$ cat src/rtl/ddr_20g_pkg.sv
// ============================================================================
// Module      : ddr_20g_pkg
// Description : Shared constants, state encoding and beat-building helpers
//               for the DDR 20G test-pattern packet generator.
// Contents    : DATA_WD, HEAD_WD, LANE_NUM, LANE_WD, HEAD_FLAG, PKT_END_FLAG,
//               state_t, lane_vec(), head_beat()
// Options     : none (ERR_INJ_EN is consumed by ddr_20g_pkt_gen and
//               ddr_20g_pkt_gen_payload)
// Revision    : 1.0 - initial release
// ============================================================================
`default_nettype none

package ddr_20g_pkg;

   localparam int DATA_WD  = 256;   // stream width, only 256 supported
   localparam int HEAD_WD  = 64;    // encoder word width in header beat
   localparam int LANE_NUM = 16;    // ADC lanes per payload beat
   localparam int LANE_WD  = 16;    // bits per ADC lane

   localparam logic [63:0]  HEAD_FLAG    = 64'hA5A5C3C3_A5A5C3C3;
   localparam logic [127:0] PKT_END_FLAG = 128'h5A5ADEAD_0000FFFF_5A5ADEAD_0000FFFF;

   typedef enum logic [2:0] {
      ST_IDLE = 3'd0,
      ST_HEAD = 3'd1,
      ST_DATA = 3'd2,
      ST_TAIL = 3'd3,
      ST_GAP  = 3'd4,
      ST_DONE = 3'd5
   } state_t;

   // Lane k carries seed + k, wrapping modulo 2^16.
   function automatic logic [DATA_WD-1:0] lane_vec(input logic [LANE_WD-1:0] seed);
      logic [DATA_WD-1:0] v;
      v = '0;
      for (int k = 0; k < LANE_NUM; k++) begin
         v[k*LANE_WD +: LANE_WD] = seed + 16'(k);
      end
      return v;
   endfunction

   function automatic logic [DATA_WD-1:0] head_beat(input logic [HEAD_WD-1:0] enc,
                                                    input logic [15:0]        beats);
      return {112'd0, beats, HEAD_FLAG, enc};
   endfunction

endpackage

`default_nettype wire

$ cat src/rtl/ddr_20g_pkt_gen_payload.sv
// ============================================================================
// Module      : ddr_20g_pkt_gen_payload
// Description : ADC payload source. Holds the running adc_seed and presents
//               the lane vector of the next payload beat to be loaded into
//               the output register. The seed advances on every load.
// Options     : ERR_INJ_EN - adds i_err_inj / i_acc; a pulse arms a single
//               bit-0 inversion on the next payload beat emitted.
// Ports       : clk, rst_n   clock, asynchronous active-low reset
//               i_clr        synchronous clear (soft reset)
//               i_load       top is loading o_beat into its output register
//               i_acc        (ERR_INJ_EN) a payload beat was accepted
//               i_err_inj    (ERR_INJ_EN) error-injection request pulse
//               o_beat       payload beat for the current seed
// Revision    : 1.0 - initial release
// ============================================================================
`default_nettype none

module ddr_20g_pkt_gen_payload
   import ddr_20g_pkg::*;
(
   input  logic               clk,
   input  logic               rst_n,
   input  logic               i_clr,
   input  logic               i_load,
`ifdef ERR_INJ_EN
   input  logic               i_acc,
   input  logic               i_err_inj,
`endif
   output logic [DATA_WD-1:0] o_beat
);

   logic [LANE_WD-1:0] r_seed;

   // The seed names the beat about to be loaded. Loads only happen when the
   // previous payload beat (or the header) is accepted, so this is the same
   // count as accepted payload beats for every packet that completes.
   always_ff @(posedge clk or negedge rst_n) begin
      if (!rst_n) begin
         r_seed <= '0;
      end else if (i_clr) begin
         r_seed <= '0;
      end else if (i_load) begin
         r_seed <= r_seed + 16'(LANE_NUM);
      end
   end

`ifdef ERR_INJ_EN
   logic r_pend;     // injection requested, not yet delivered
   logic r_inj_out;  // beat currently on the output carries the injection
   logic w_inj;

   // Only inject when the beat on the output is not already the corrupted
   // one; otherwise a pulse during that beat would corrupt a second beat.
   assign w_inj = r_pend & ~r_inj_out;

   always_ff @(posedge clk or negedge rst_n) begin
      if (!rst_n) begin
         r_pend    <= 1'b0;
         r_inj_out <= 1'b0;
      end else if (i_clr) begin
         r_pend    <= 1'b0;
         r_inj_out <= 1'b0;
      end else begin
         r_pend <= (r_pend & ~(i_acc & r_inj_out)) | i_err_inj;
         if (i_load) begin
            r_inj_out <= w_inj;
         end else if (i_acc) begin
            r_inj_out <= 1'b0;
         end
      end
   end

   assign o_beat = lane_vec(r_seed) ^ {{(DATA_WD-1){1'b0}}, w_inj};
`else
   assign o_beat = lane_vec(r_seed);
`endif

endmodule

`default_nettype wire

$ cat src/rtl/ddr_20g_pkt_gen.sv
// ============================================================================
// Module      : ddr_20g_pkt_gen
// Description : Test-pattern packet transmitter for the DDR 20G data path.
//               Emits header / ADC payload / end-flag framed packets on a
//               256-bit AXI-Stream with runtime packet count, length and gap.
// Options     : ERR_INJ_EN - adds input cfg_err_inj (single-beat payload
//               bit-0 corruption). Default build: port and logic absent.
// Ports       : clk, rst_n        clock, asynchronous active-low reset
//               cfg_rst           synchronous soft reset
//               cfg_en            run enable (level)
//               cfg_pkt_beats     payload beats per packet (0 -> 1)
//               cfg_gap           idle cycles between packets
//               cfg_pkt_num       packets per run (0 = unlimited)
//               cfg_err_inj       (ERR_INJ_EN) error-injection pulse
//               m_axis_*          256-bit stream master
//               pkt_cnt           packets completed (saturating)
//               busy, done        status
// Revision    : 1.0 - initial release
// ============================================================================
`default_nettype none

module ddr_20g_pkt_gen
   import ddr_20g_pkg::*;
(
   input  logic               clk,
   input  logic               rst_n,
   input  logic               cfg_rst,
   input  logic               cfg_en,
   input  logic [15:0]        cfg_pkt_beats,
   input  logic [15:0]        cfg_gap,
   input  logic [31:0]        cfg_pkt_num,
`ifdef ERR_INJ_EN
   input  logic               cfg_err_inj,
`endif
   output logic [DATA_WD-1:0] m_axis_tdata,
   output logic               m_axis_tvalid,
   input  logic               m_axis_tready,
   output logic [31:0]        pkt_cnt,
   output logic               busy,
   output logic               done
);

   state_t               r_state;
   state_t               w_state_nxt;

   logic [DATA_WD-1:0]   r_tdata;
   logic                 r_tvalid;
   logic [31:0]          r_pkt_cnt;
   logic                 r_busy;
   logic                 r_done;
   logic [HEAD_WD-1:0]   r_enc_cnt;
   logic [15:0]          r_beats;      // sampled effective payload beats
   logic [15:0]          r_gap;        // sampled gap
   logic [31:0]          r_pkt_num;    // sampled quota
   logic [31:0]          r_run_cnt;    // packets completed in this run
   logic [15:0]          r_beat_cnt;   // payload beats loaded this packet
   logic [15:0]          r_gap_cnt;

   logic                 w_acc;
   logic [15:0]          w_eff_beats;
   logic [15:0]          w_hdr_beats;
   logic                 w_quota;
   logic                 w_sample;
   logic                 w_run_clr;
   logic                 w_ld_head;
   logic                 w_ld_pay;
   logic                 w_ld_tail;
   logic                 w_drop;
   logic                 w_hdr_acc;
   logic                 w_pay_acc;
   logic                 w_tail_acc;
   logic                 w_gap_ld;
   logic                 w_gap_dec;
   logic                 w_done_clr;
   logic                 w_busy_nxt;
   logic [DATA_WD-1:0]   w_pay_beat;

   assign w_acc       = r_tvalid & m_axis_tready;
   assign w_eff_beats = (cfg_pkt_beats == 16'd0) ? 16'd1 : cfg_pkt_beats;
   // Evaluated while the tail is on the output: would this tail fill the quota?
   assign w_quota     = (r_pkt_num != 32'd0) &&
                        (({1'b0, r_run_cnt} + 33'd1) >= {1'b0, r_pkt_num});
   assign w_busy_nxt  = (w_state_nxt != ST_IDLE) && (w_state_nxt != ST_DONE);

   // ------------------------------------------------------------------------
   // FSM state register
   // ------------------------------------------------------------------------
   always_ff @(posedge clk or negedge rst_n) begin
      if (!rst_n) begin
         r_state <= ST_IDLE;
      end else if (cfg_rst) begin
         r_state <= ST_IDLE;
      end else begin
         r_state <= w_state_nxt;
      end
   end

   // ------------------------------------------------------------------------
   // FSM next state / datapath controls. The state names the beat currently
   // on the output register; HEAD with tvalid low is the one-cycle entry
   // from IDLE, where the sampled config is turned into the header beat.
   // Packets following a tail or gap load their header on the same edge.
   // ------------------------------------------------------------------------
   always_comb begin
      w_state_nxt = r_state;
      w_hdr_beats = r_beats;
      w_sample    = 1'b0;
      w_run_clr   = 1'b0;
      w_ld_head   = 1'b0;
      w_ld_pay    = 1'b0;
      w_ld_tail   = 1'b0;
      w_drop      = 1'b0;
      w_hdr_acc   = 1'b0;
      w_pay_acc   = 1'b0;
      w_tail_acc  = 1'b0;
      w_gap_ld    = 1'b0;
      w_gap_dec   = 1'b0;
      w_done_clr  = 1'b0;
      case (r_state)
         ST_IDLE: begin
            if (cfg_en) begin
               w_state_nxt = ST_HEAD;
               w_sample    = 1'b1;
               w_run_clr   = 1'b1;
            end
         end
         ST_HEAD: begin
            if (!r_tvalid) begin
               w_ld_head = 1'b1;
            end else if (w_acc) begin
               w_state_nxt = ST_DATA;
               w_hdr_acc   = 1'b1;
               w_ld_pay    = 1'b1;
            end
         end
         ST_DATA: begin
            if (w_acc) begin
               w_pay_acc = 1'b1;
               if (r_beat_cnt == r_beats) begin
                  w_state_nxt = ST_TAIL;
                  w_ld_tail   = 1'b1;
               end else begin
                  w_ld_pay = 1'b1;
               end
            end
         end
         ST_TAIL: begin
            if (w_acc) begin
               w_tail_acc = 1'b1;
               if (r_gap != 16'd0) begin
                  w_state_nxt = ST_GAP;
                  w_gap_ld    = 1'b1;
                  w_drop      = 1'b1;
               end else if (w_quota) begin
                  w_state_nxt = ST_DONE;
                  w_drop      = 1'b1;
               end else if (cfg_en) begin
                  w_state_nxt = ST_HEAD;
                  w_sample    = 1'b1;
                  w_ld_head   = 1'b1;
                  w_hdr_beats = w_eff_beats;
               end else begin
                  w_state_nxt = ST_IDLE;
                  w_drop      = 1'b1;
               end
            end
         end
         ST_GAP: begin
            if (r_gap_cnt != 16'd0) begin
               w_gap_dec = 1'b1;
            end else if (r_done) begin
               w_state_nxt = ST_DONE;
            end else if (cfg_en) begin
               w_state_nxt = ST_HEAD;
               w_sample    = 1'b1;
               w_ld_head   = 1'b1;
               w_hdr_beats = w_eff_beats;
            end else begin
               w_state_nxt = ST_IDLE;
            end
         end
         ST_DONE: begin
            if (!cfg_en) begin
               w_state_nxt = ST_IDLE;
               w_done_clr  = 1'b1;
            end
         end
         default: begin
            w_state_nxt = ST_IDLE;
         end
      endcase
   end

   // ------------------------------------------------------------------------
   // Datapath and registered outputs
   // ------------------------------------------------------------------------
   always_ff @(posedge clk or negedge rst_n) begin
      if (!rst_n) begin
         r_tdata    <= '0;
         r_tvalid   <= 1'b0;
         r_pkt_cnt  <= '0;
         r_busy     <= 1'b0;
         r_done     <= 1'b0;
         r_enc_cnt  <= '0;
         r_beats    <= 16'd1;
         r_gap      <= '0;
         r_pkt_num  <= '0;
         r_run_cnt  <= '0;
         r_beat_cnt <= '0;
         r_gap_cnt  <= '0;
      end else if (cfg_rst) begin
         r_tdata    <= '0;
         r_tvalid   <= 1'b0;
         r_pkt_cnt  <= '0;
         r_busy     <= 1'b0;
         r_done     <= 1'b0;
         r_enc_cnt  <= '0;
         r_beats    <= 16'd1;
         r_gap      <= '0;
         r_pkt_num  <= '0;
         r_run_cnt  <= '0;
         r_beat_cnt <= '0;
         r_gap_cnt  <= '0;
      end else begin
         if (w_sample) begin
            r_beats   <= w_eff_beats;
            r_gap     <= cfg_gap;
            r_pkt_num <= cfg_pkt_num;
         end

         if (w_run_clr) begin
            r_run_cnt <= '0;
         end else if (w_tail_acc && (r_run_cnt != '1)) begin
            r_run_cnt <= r_run_cnt + 32'd1;
         end

         if (w_hdr_acc) begin
            r_enc_cnt <= r_enc_cnt + 64'd1;
         end

         if (w_hdr_acc) begin
            r_beat_cnt <= 16'd1;
         end else if (w_pay_acc) begin
            r_beat_cnt <= r_beat_cnt + 16'd1;
         end

         if (w_gap_ld) begin
            r_gap_cnt <= r_gap - 16'd1;
         end else if (w_gap_dec) begin
            r_gap_cnt <= r_gap_cnt - 16'd1;
         end

         if (w_ld_head) begin
            r_tdata  <= head_beat(r_enc_cnt, w_hdr_beats);
            r_tvalid <= 1'b1;
         end else if (w_ld_pay) begin
            r_tdata  <= w_pay_beat;
            r_tvalid <= 1'b1;
         end else if (w_ld_tail) begin
            r_tdata  <= {PKT_END_FLAG, PKT_END_FLAG};
            r_tvalid <= 1'b1;
         end else if (w_drop) begin
            r_tvalid <= 1'b0;
         end

         if (w_tail_acc && (r_pkt_cnt != '1)) begin
            r_pkt_cnt <= r_pkt_cnt + 32'd1;
         end

         if (w_tail_acc && w_quota) begin
            r_done <= 1'b1;
         end else if (w_done_clr) begin
            r_done <= 1'b0;
         end

         r_busy <= w_busy_nxt;
      end
   end

   ddr_20g_pkt_gen_payload u_payload (
      .clk       (clk),
      .rst_n     (rst_n),
      .i_clr     (cfg_rst),
      .i_load    (w_ld_pay),
`ifdef ERR_INJ_EN
      .i_acc     (w_pay_acc),
      .i_err_inj (cfg_err_inj),
`endif
      .o_beat    (w_pay_beat)
   );

   assign m_axis_tdata  = r_tdata;
   assign m_axis_tvalid = r_tvalid;
   assign pkt_cnt       = r_pkt_cnt;
   assign busy          = r_busy;
   assign done          = r_done;

endmodule

`default_nettype wire

$ cat config.mk
export PLATFORM = sky130hd
export DESIGN_NAME = ddr_20g_pkt_gen
export DESIGN_NICKNAME = d
export VERILOG_FILES = /design/src/rtl/ddr_20g_pkg.sv /design/src/rtl/ddr_20g_pkt_gen_payload.sv /design/src/rtl/ddr_20g_pkt_gen.sv
export SDC_FILE = /design/constraint.sdc
export NUM_CORES = 1
export LEC_CHECK = 0
export ABC_CLOCK_PERIOD_IN_PS = 7400
export BUFFER_PORTS_ARGS = -buffer_cell sky130_fd_sc_hd__buf_4
export CAP_MARGIN = 20
export CORE_ASPECT_RATIO = 0.9
export CORE_MARGIN = 2
export CORE_UTILIZATION = 40
export CTS_BUF_LIST = sky130_fd_sc_hd__clkbuf_8
export DETAILED_ROUTE_END_ITERATION = 8
export PLACE_DENSITY = 0.65
export SYNTH_ARGS = -nofsm -noshare
export SYNTH_HDL_FRONTEND = slang
export SYNTH_HIERARCHICAL = 1
export SYNTH_SLANG_ARGS = --single-unit
$ cat constraint.sdc
create_clock -name clk -period 7.4 [get_ports clk]
set_input_delay 1.11 -clock clk [delete_from_list [all_inputs] [get_ports clk]]
set_output_delay 1.11 -clock clk [all_outputs]
set_load 0.02 [all_outputs]
# Yosys cells after proc, flatten, opt, wreduce, memory -nomap -nowiden
# Index checks and enable logic that the tools add are counted.
# word_totals
register_bits,502
latchBits,0
mem_bits_rw,0
romBits,0
in_bits,69
mem_count,0
# classes
addsub,23
multipliers,0
div,0
order_cmp,1
n_eq_ne,9
shift,0
n_mux,88
n_bitwise,1
reduce_logical,21
# op_table
operator,n
2-to-1 mux 256 bit,4
2-to-1 mux 16 bit,19
2-to-1 mux 32 bit,7
adder 16 x 4 -> 16 bit (second input constant),8
2-to-1 mux 64 bit,2
adder 16 x 3 -> 16 bit (second input constant),4
adder 32 x 1 -> 32 bit (second input constant),2
adder 64 x 1 -> 64 bit (second input constant),1
inequality test 32 bit (second input constant),2
2-to-1 mux 1 bit,39
2-to-1 mux 3 bit,12
adder 32 x 1 -> 33 bit (second input constant),1
>= comparator 33 x 32 -> 1 bit,1
adder 16 x 1 -> 16 bit (second input constant),2
adder 16 x 2 -> 16 bit (second input constant),2
one-hot mux 16 bit (2 select lines),1
nonzero test 16 bit,2
nonzero test 32 bit,1
subtractor 16 x 1 -> 16 bit (second input constant),2
one-hot mux 3 bit (6 select lines),1
adder 16 x 5 -> 16 bit (second input constant),1
equality test 16 bit,1
logical NOT 16 bit,1
nonzero test 3 bit,5
12 further kinds,22

# Longest topological paths before layout
# depth
ltp_word,12
mapped_depth,20

# Cells and area by module
# Netlist, hierarchy kept.
# modules_own_cells
mod,n_inst,cells_per_inst,area_each_um2,seq_area_each_um2
ddr_20g_pkt_gen,1,2435,23847.9,12162.9
ddr_20g_pkt_gen_payload,1,309,2392.3,300.3

# Least setup slack after synthesis
# Ideal clock, no wire load.
# synth_timing
path_kind,register to register
startpoint,register r_run_cnt[0]
endpoint,"register r_tdata[36], in the netlist m_axis_tdata[36]"
setup_time_ns,0.126
arrival_ns,4.241
required_ns,7.274
path_slack_ns,3.033
stages_incl_launch_ff,19
path_buffers,2
period_less_slack_ns,4.367
cell_sequence,dfrtp_1 > ha_1 > nand3_1 > nor3_4 > and3_1 > nand2_1 > nor3_1 > nand3_1 > xnor2_1 > ha_1 > a21o_1 > a221oi_1 > nand3_1 > o31ai_1 > a21oi_2 > and2_1 > buf_2 > buf_2 > a221o_1
# synth_via
elab_chain_len,9
word_cells_on_any_way,10
cone_classes,add/sub: 1; order compare: 1; mux: 6; reduce/logical: 2
# synth_rtl
element,line,source
from (decl),ddr_20g_pkt_gen.sv:55,logic [31:0] r_run_cnt;
from (signal assigned),ddr_20g_pkt_gen.sv:234,r_run_cnt <= r_run_cnt + 32'd1;
adder 32 x 1 -> 33 bit *,ddr_20g_pkt_gen.sv:82,"(({1'b0, r_run_cnt} + 33'd1) >= {1'b0, r_pkt_num});"
>= comparator 33 x 32 -> 1 bit *,ddr_20g_pkt_gen.sv:82,
logical AND 1 bit *,ddr_20g_pkt_gen.sv:81,assign w_quota = (r_pkt_num != 32'd0) &&
2-to-1 mux 1 bit *,ddr_20g_pkt_gen.sv:154,end else if (w_quota) begin
2-to-1 mux 1 bit *,ddr_20g_pkt_gen.sv:150,if (r_gap != 16'd0) begin
2-to-1 mux 1 bit *,ddr_20g_pkt_gen.sv:148,if (w_acc) begin
one-hot mux 1 bit (3 select lines) *,ddr_20g_pkt_gen.sv:119,case (r_state)
2-to-1 mux 256 bit,ddr_20g_pkt_gen.sv:253,if (w_ld_head) begin
2-to-1 mux 256 bit,ddr_20g_pkt_gen.sv:211,end else if (cfg_rst) begin
to (signal assigned),ddr_20g_pkt_gen.sv:254,"r_tdata <= head_beat(r_enc_cnt, w_hdr_beats);"
to (signal assigned),ddr_20g_pkt_gen.sv:257,r_tdata <= w_pay_beat;
to (signal assigned),ddr_20g_pkt_gen.sv:260,"r_tdata <= {PKT_END_FLAG, PKT_END_FLAG};"
to (decl),ddr_20g_pkt_gen.sv:46,logic [DATA_WD-1:0] r_tdata;
# Every way passes the cells marked *; elsewhere a longest branch is shown, timed or not.
# A chain may end at the register's enable or synchronous reset.

# Final worst setup path
# layout_timing
startpoint,register r_run_cnt[2]
endpoint,"register r_tdata[166], in the netlist m_axis_tdata[166]"
# The elaborated chain is that of the path after synthesis.

==> results.yml <==
outcome:
  outcome: "finished, final reports clean"
cells_and_area:
  fin_nets: 2991
  postLayoutCoreUtil_pct: 46.0
  final_cell_mix: "dfrtp_1, buf_4, nor2_1"
  final_common_cell: "dfrtp_1"
  drive_gt1_share_pct: 20.0
  area_growth_syn_to_layout_pct: 14.4
setup_path:
  path_cells: "nand3_1 > nor4_1 > nor4bb_1 > nand4_1 > inv_1 > nand2_1 > xnor2_1 > ha_1 > nand4_1 > nor4_1 > inv_1 > a31oi_1 > o31ai_1 > a21oi_4 > and2_4 > buf_12 > a22o_1"
  critPathTopFamily: "simple AND/OR/NAND/NOR gates"
  worstPathArrival_ps: 6650
  crit_cells: 17
  startpoint_type: "register"
  critPathMaxStageDelay_ps: 790
  slowest_stage: "a21oi_4"
  critical_path_class: "reg2reg"
  crit_buf_inv: 3
  r2r_cells: 17
  crit_required_ps: 8030
  cp_max_fo: 98
  cp-end-kind: "register"
die:
  chipHeight_um: 247
  initial_core_util_pct: 40.2
  die_w_um: 274
  rows: 89
  core_area_mm2: 0.0653
  ios: 360
  die_area_mm2: 0.0677
route:
  drc: 0
  firstDrtPassIters: 6
  avgViaCountPerCell: 5.44
  wl_per_cell_um: 20.0
  ant_nets: 0
  num_vias: 20800
  drtIter0Drc: 1831
  wirelength_um: 76400
sta:
  timing.fmax_ghz: 0.166
  fin_setup_tns_ps: 0
  tightest_slew_ps: 1150
  finalWorstSetupSlack_ps: 1370
  finalHoldViolCount: 0
  worst_clock_skew_ps: 46.9
  maxSlewHeadroom_pct: 23.3
  fin_crit_sh_pct: 81.4
  whs_ps: 482
  rsz0062_at_grt: "no"
  setup_viol: 0
  period_minus_slack_ps: 6030
  finalMaxSlewViolations: 0
synth:
  synth_area_per_cell_um2: 9.56
  synthCells: 2744
  syn-cell-area_mm2: 0.0262
  yosys_warnings: 6
  synthArstFlopShare_pct: 100
  yosysSeqAreaShare_pct: 47.5
  ys.flop_type: "dfrtp_1"
  synth.area.top_cells: "dfrtp_1, buf_4, nor2_1, a22o_1, xor2_1"
  yosys.cell_types.count: 80
  yosys_register_bits: 498
  synth_edf_count: 0
  synth_top_area_cell: "dfrtp_1"
  synth_top_cell_area_share_pct: 47.4
global_route:
  grt_pass1_vias: 20100
  antenna_found_initial: 3
  grt_max_degree: 174
  overflow: 0
  grt_pass1_wl_um: 118000
  grt.total_usage_pct: 22.1
cts:
  cts_setup_buffers: 0
  cts_resized: 0
  clk_pin_slew_ps: 60
  cts_buffers: 86
  clk_latency_ps: 700
  cts_hold_buffers: 0
  htree_levels: 3
  cts_root_buffer: "clkbuf_8"
  clock_sinks: 498
  cts_tree: "built"
  clockBufferDepth: 3
power_and_ir_drop:
  pwr_density_cell_mw_per_mm2: 207
  p_total_mw: 6.21
  ir_drop_mv: 0.126
  p_leak_nw: 14.4
flow_run:
  drv_cap: 0
placement:
  dp_hpwl_um: 50400
  port_buffers: 359
  post-place-ws_ps: 1450
  place_congestion: 0.881
worst_hold_path:
  min_path_type: "in2async"
==> sequential cells by signal, summed over array words and instances (netlist names) <==
| name | cells |
|---|---|
| m_axis_tvalid | 1 |
| r_enc_cnt | 64 |
| r_run_cnt | 32 |
| r_pkt_num | 32 |
| r_gap_cnt | 16 |
| u_payload/r_seed | 12 |
| pkt_cnt | 32 |
| busy | 1 |
| m_axis_tdata | 256 |
| done | 1 |
| r_gap | 16 |
| r_beats | 16 |
| r_beat_cnt | 16 |
| r_state | 3 |
==> Yosys cell counts (38+ instances only) <==
cell       count
ha_1          38
and2_1        39
inv_1         79
a21oi_1      123
nor3_1        40
xor2_1        96
nor4_1        40
buf_4        224
dfrtp_1      497
a22o_1        97
nand4_1       39
xnor2_1       77
nor2_1       358
nand2_1      202
o21ai_0      115
clkbuf_1     124
o2bb2ai_1     66
nand3_1      125
==> worst paths after layout <==
kind | startpoint | to | slack, ps
worst max register to register | r_run_cnt[2]$_DFFE_PN0P_ | m_axis_tdata[166]$_DFFE_PN0P_ | 1370
worst min-delay path | rst_n | m_axis_tdata[166]$_DFFE_PN0P_ | 480
max in group asynchronous | rst_n | m_axis_tdata[43]$_DFFE_PN0P_ | 5360
worst max-delay path | r_run_cnt[2]$_DFFE_PN0P_ | m_axis_tdata[166]$_DFFE_PN0P_ | 1370
worst min register to register | m_axis_tdata[231]$_DFFE_PN0P_ | m_axis_tdata[231]$_DFFE_PN0P_ | 490
min in group clk | m_axis_tdata[231]$_DFFE_PN0P_ | m_axis_tdata[231]$_DFFE_PN0P_ | 490
==> routing by layer <==
layer | vias to the layer above | track usage, % | share of wire [%]
li1 | 9609 | - | -
met1 | 10300 | 30.1 | 44
met2 | 719 | 34.2 | 45
met3 | 146 | 5.55 | 7.4
met4 | 4 | 7.56 | 3.1
met5 | - | 0 | 0.034
==> final cells by class <==
class | instances | area (um^2)
inverters | 80 | 300
clock buffers | 108 | 1490
flip-flops and latches | 498 | 12500
diodes | 1 | 2.50
multi-input cells | 1821 | 11300
repair buffers | 397 | 3060
clock inverters | 48 | 364
well taps | 864 | 1080
fillers | 6228 | 35200
==> report_power, final <==
part           switching [mW]  internal, mW
registers              0.0838          2.82
clock network            1.22          1.47
logic                   0.401         0.220
==> through the flow <==
step / instances / instance area [um^2]
finish: 3817 / 30000
CTS: 3815 / 30000
global placement: 3659 / 28100
global route: 3817 / 30000
detailed placement: 3659 / 28100
floorplan: 2806 / 26500
==> logic make-up (layout without fill, tap and decap cells) <==
kind of cell / count (synthesis) / after routing / synth area share, %
simple gates: 955 / 955 / 17.1
flops: 498 / 498 / 47.5
xor+xnor: 173 / 173 / 5.77
compound gates: 580 / 580 / 16.6
other cells: 2 / 65 / 0.0286
fa+ha+maj: 38 / 38 / 1.81
buf+inv: 487 / 633 / 10.7
mux: 11 / 11 / 0.439
==> worst reg2reg max path: stages (launching register included) <==
cell and delay (ps):
dfrtp_1 420, nand3_1 170, nor4_1 630, nor4bb_1 560, nand4_1 260, inv_1 140
nand2_1 80, xnor2_1 140, ha_1 290, nand4_1 180, nor4_1 450, inv_1 80
a31oi_1 200, o31ai_1 210, a21oi_4 800, and2_4 650, buf_12 410, a22o_1 340
Note: power is estimated with default switching activity, not from simulation.
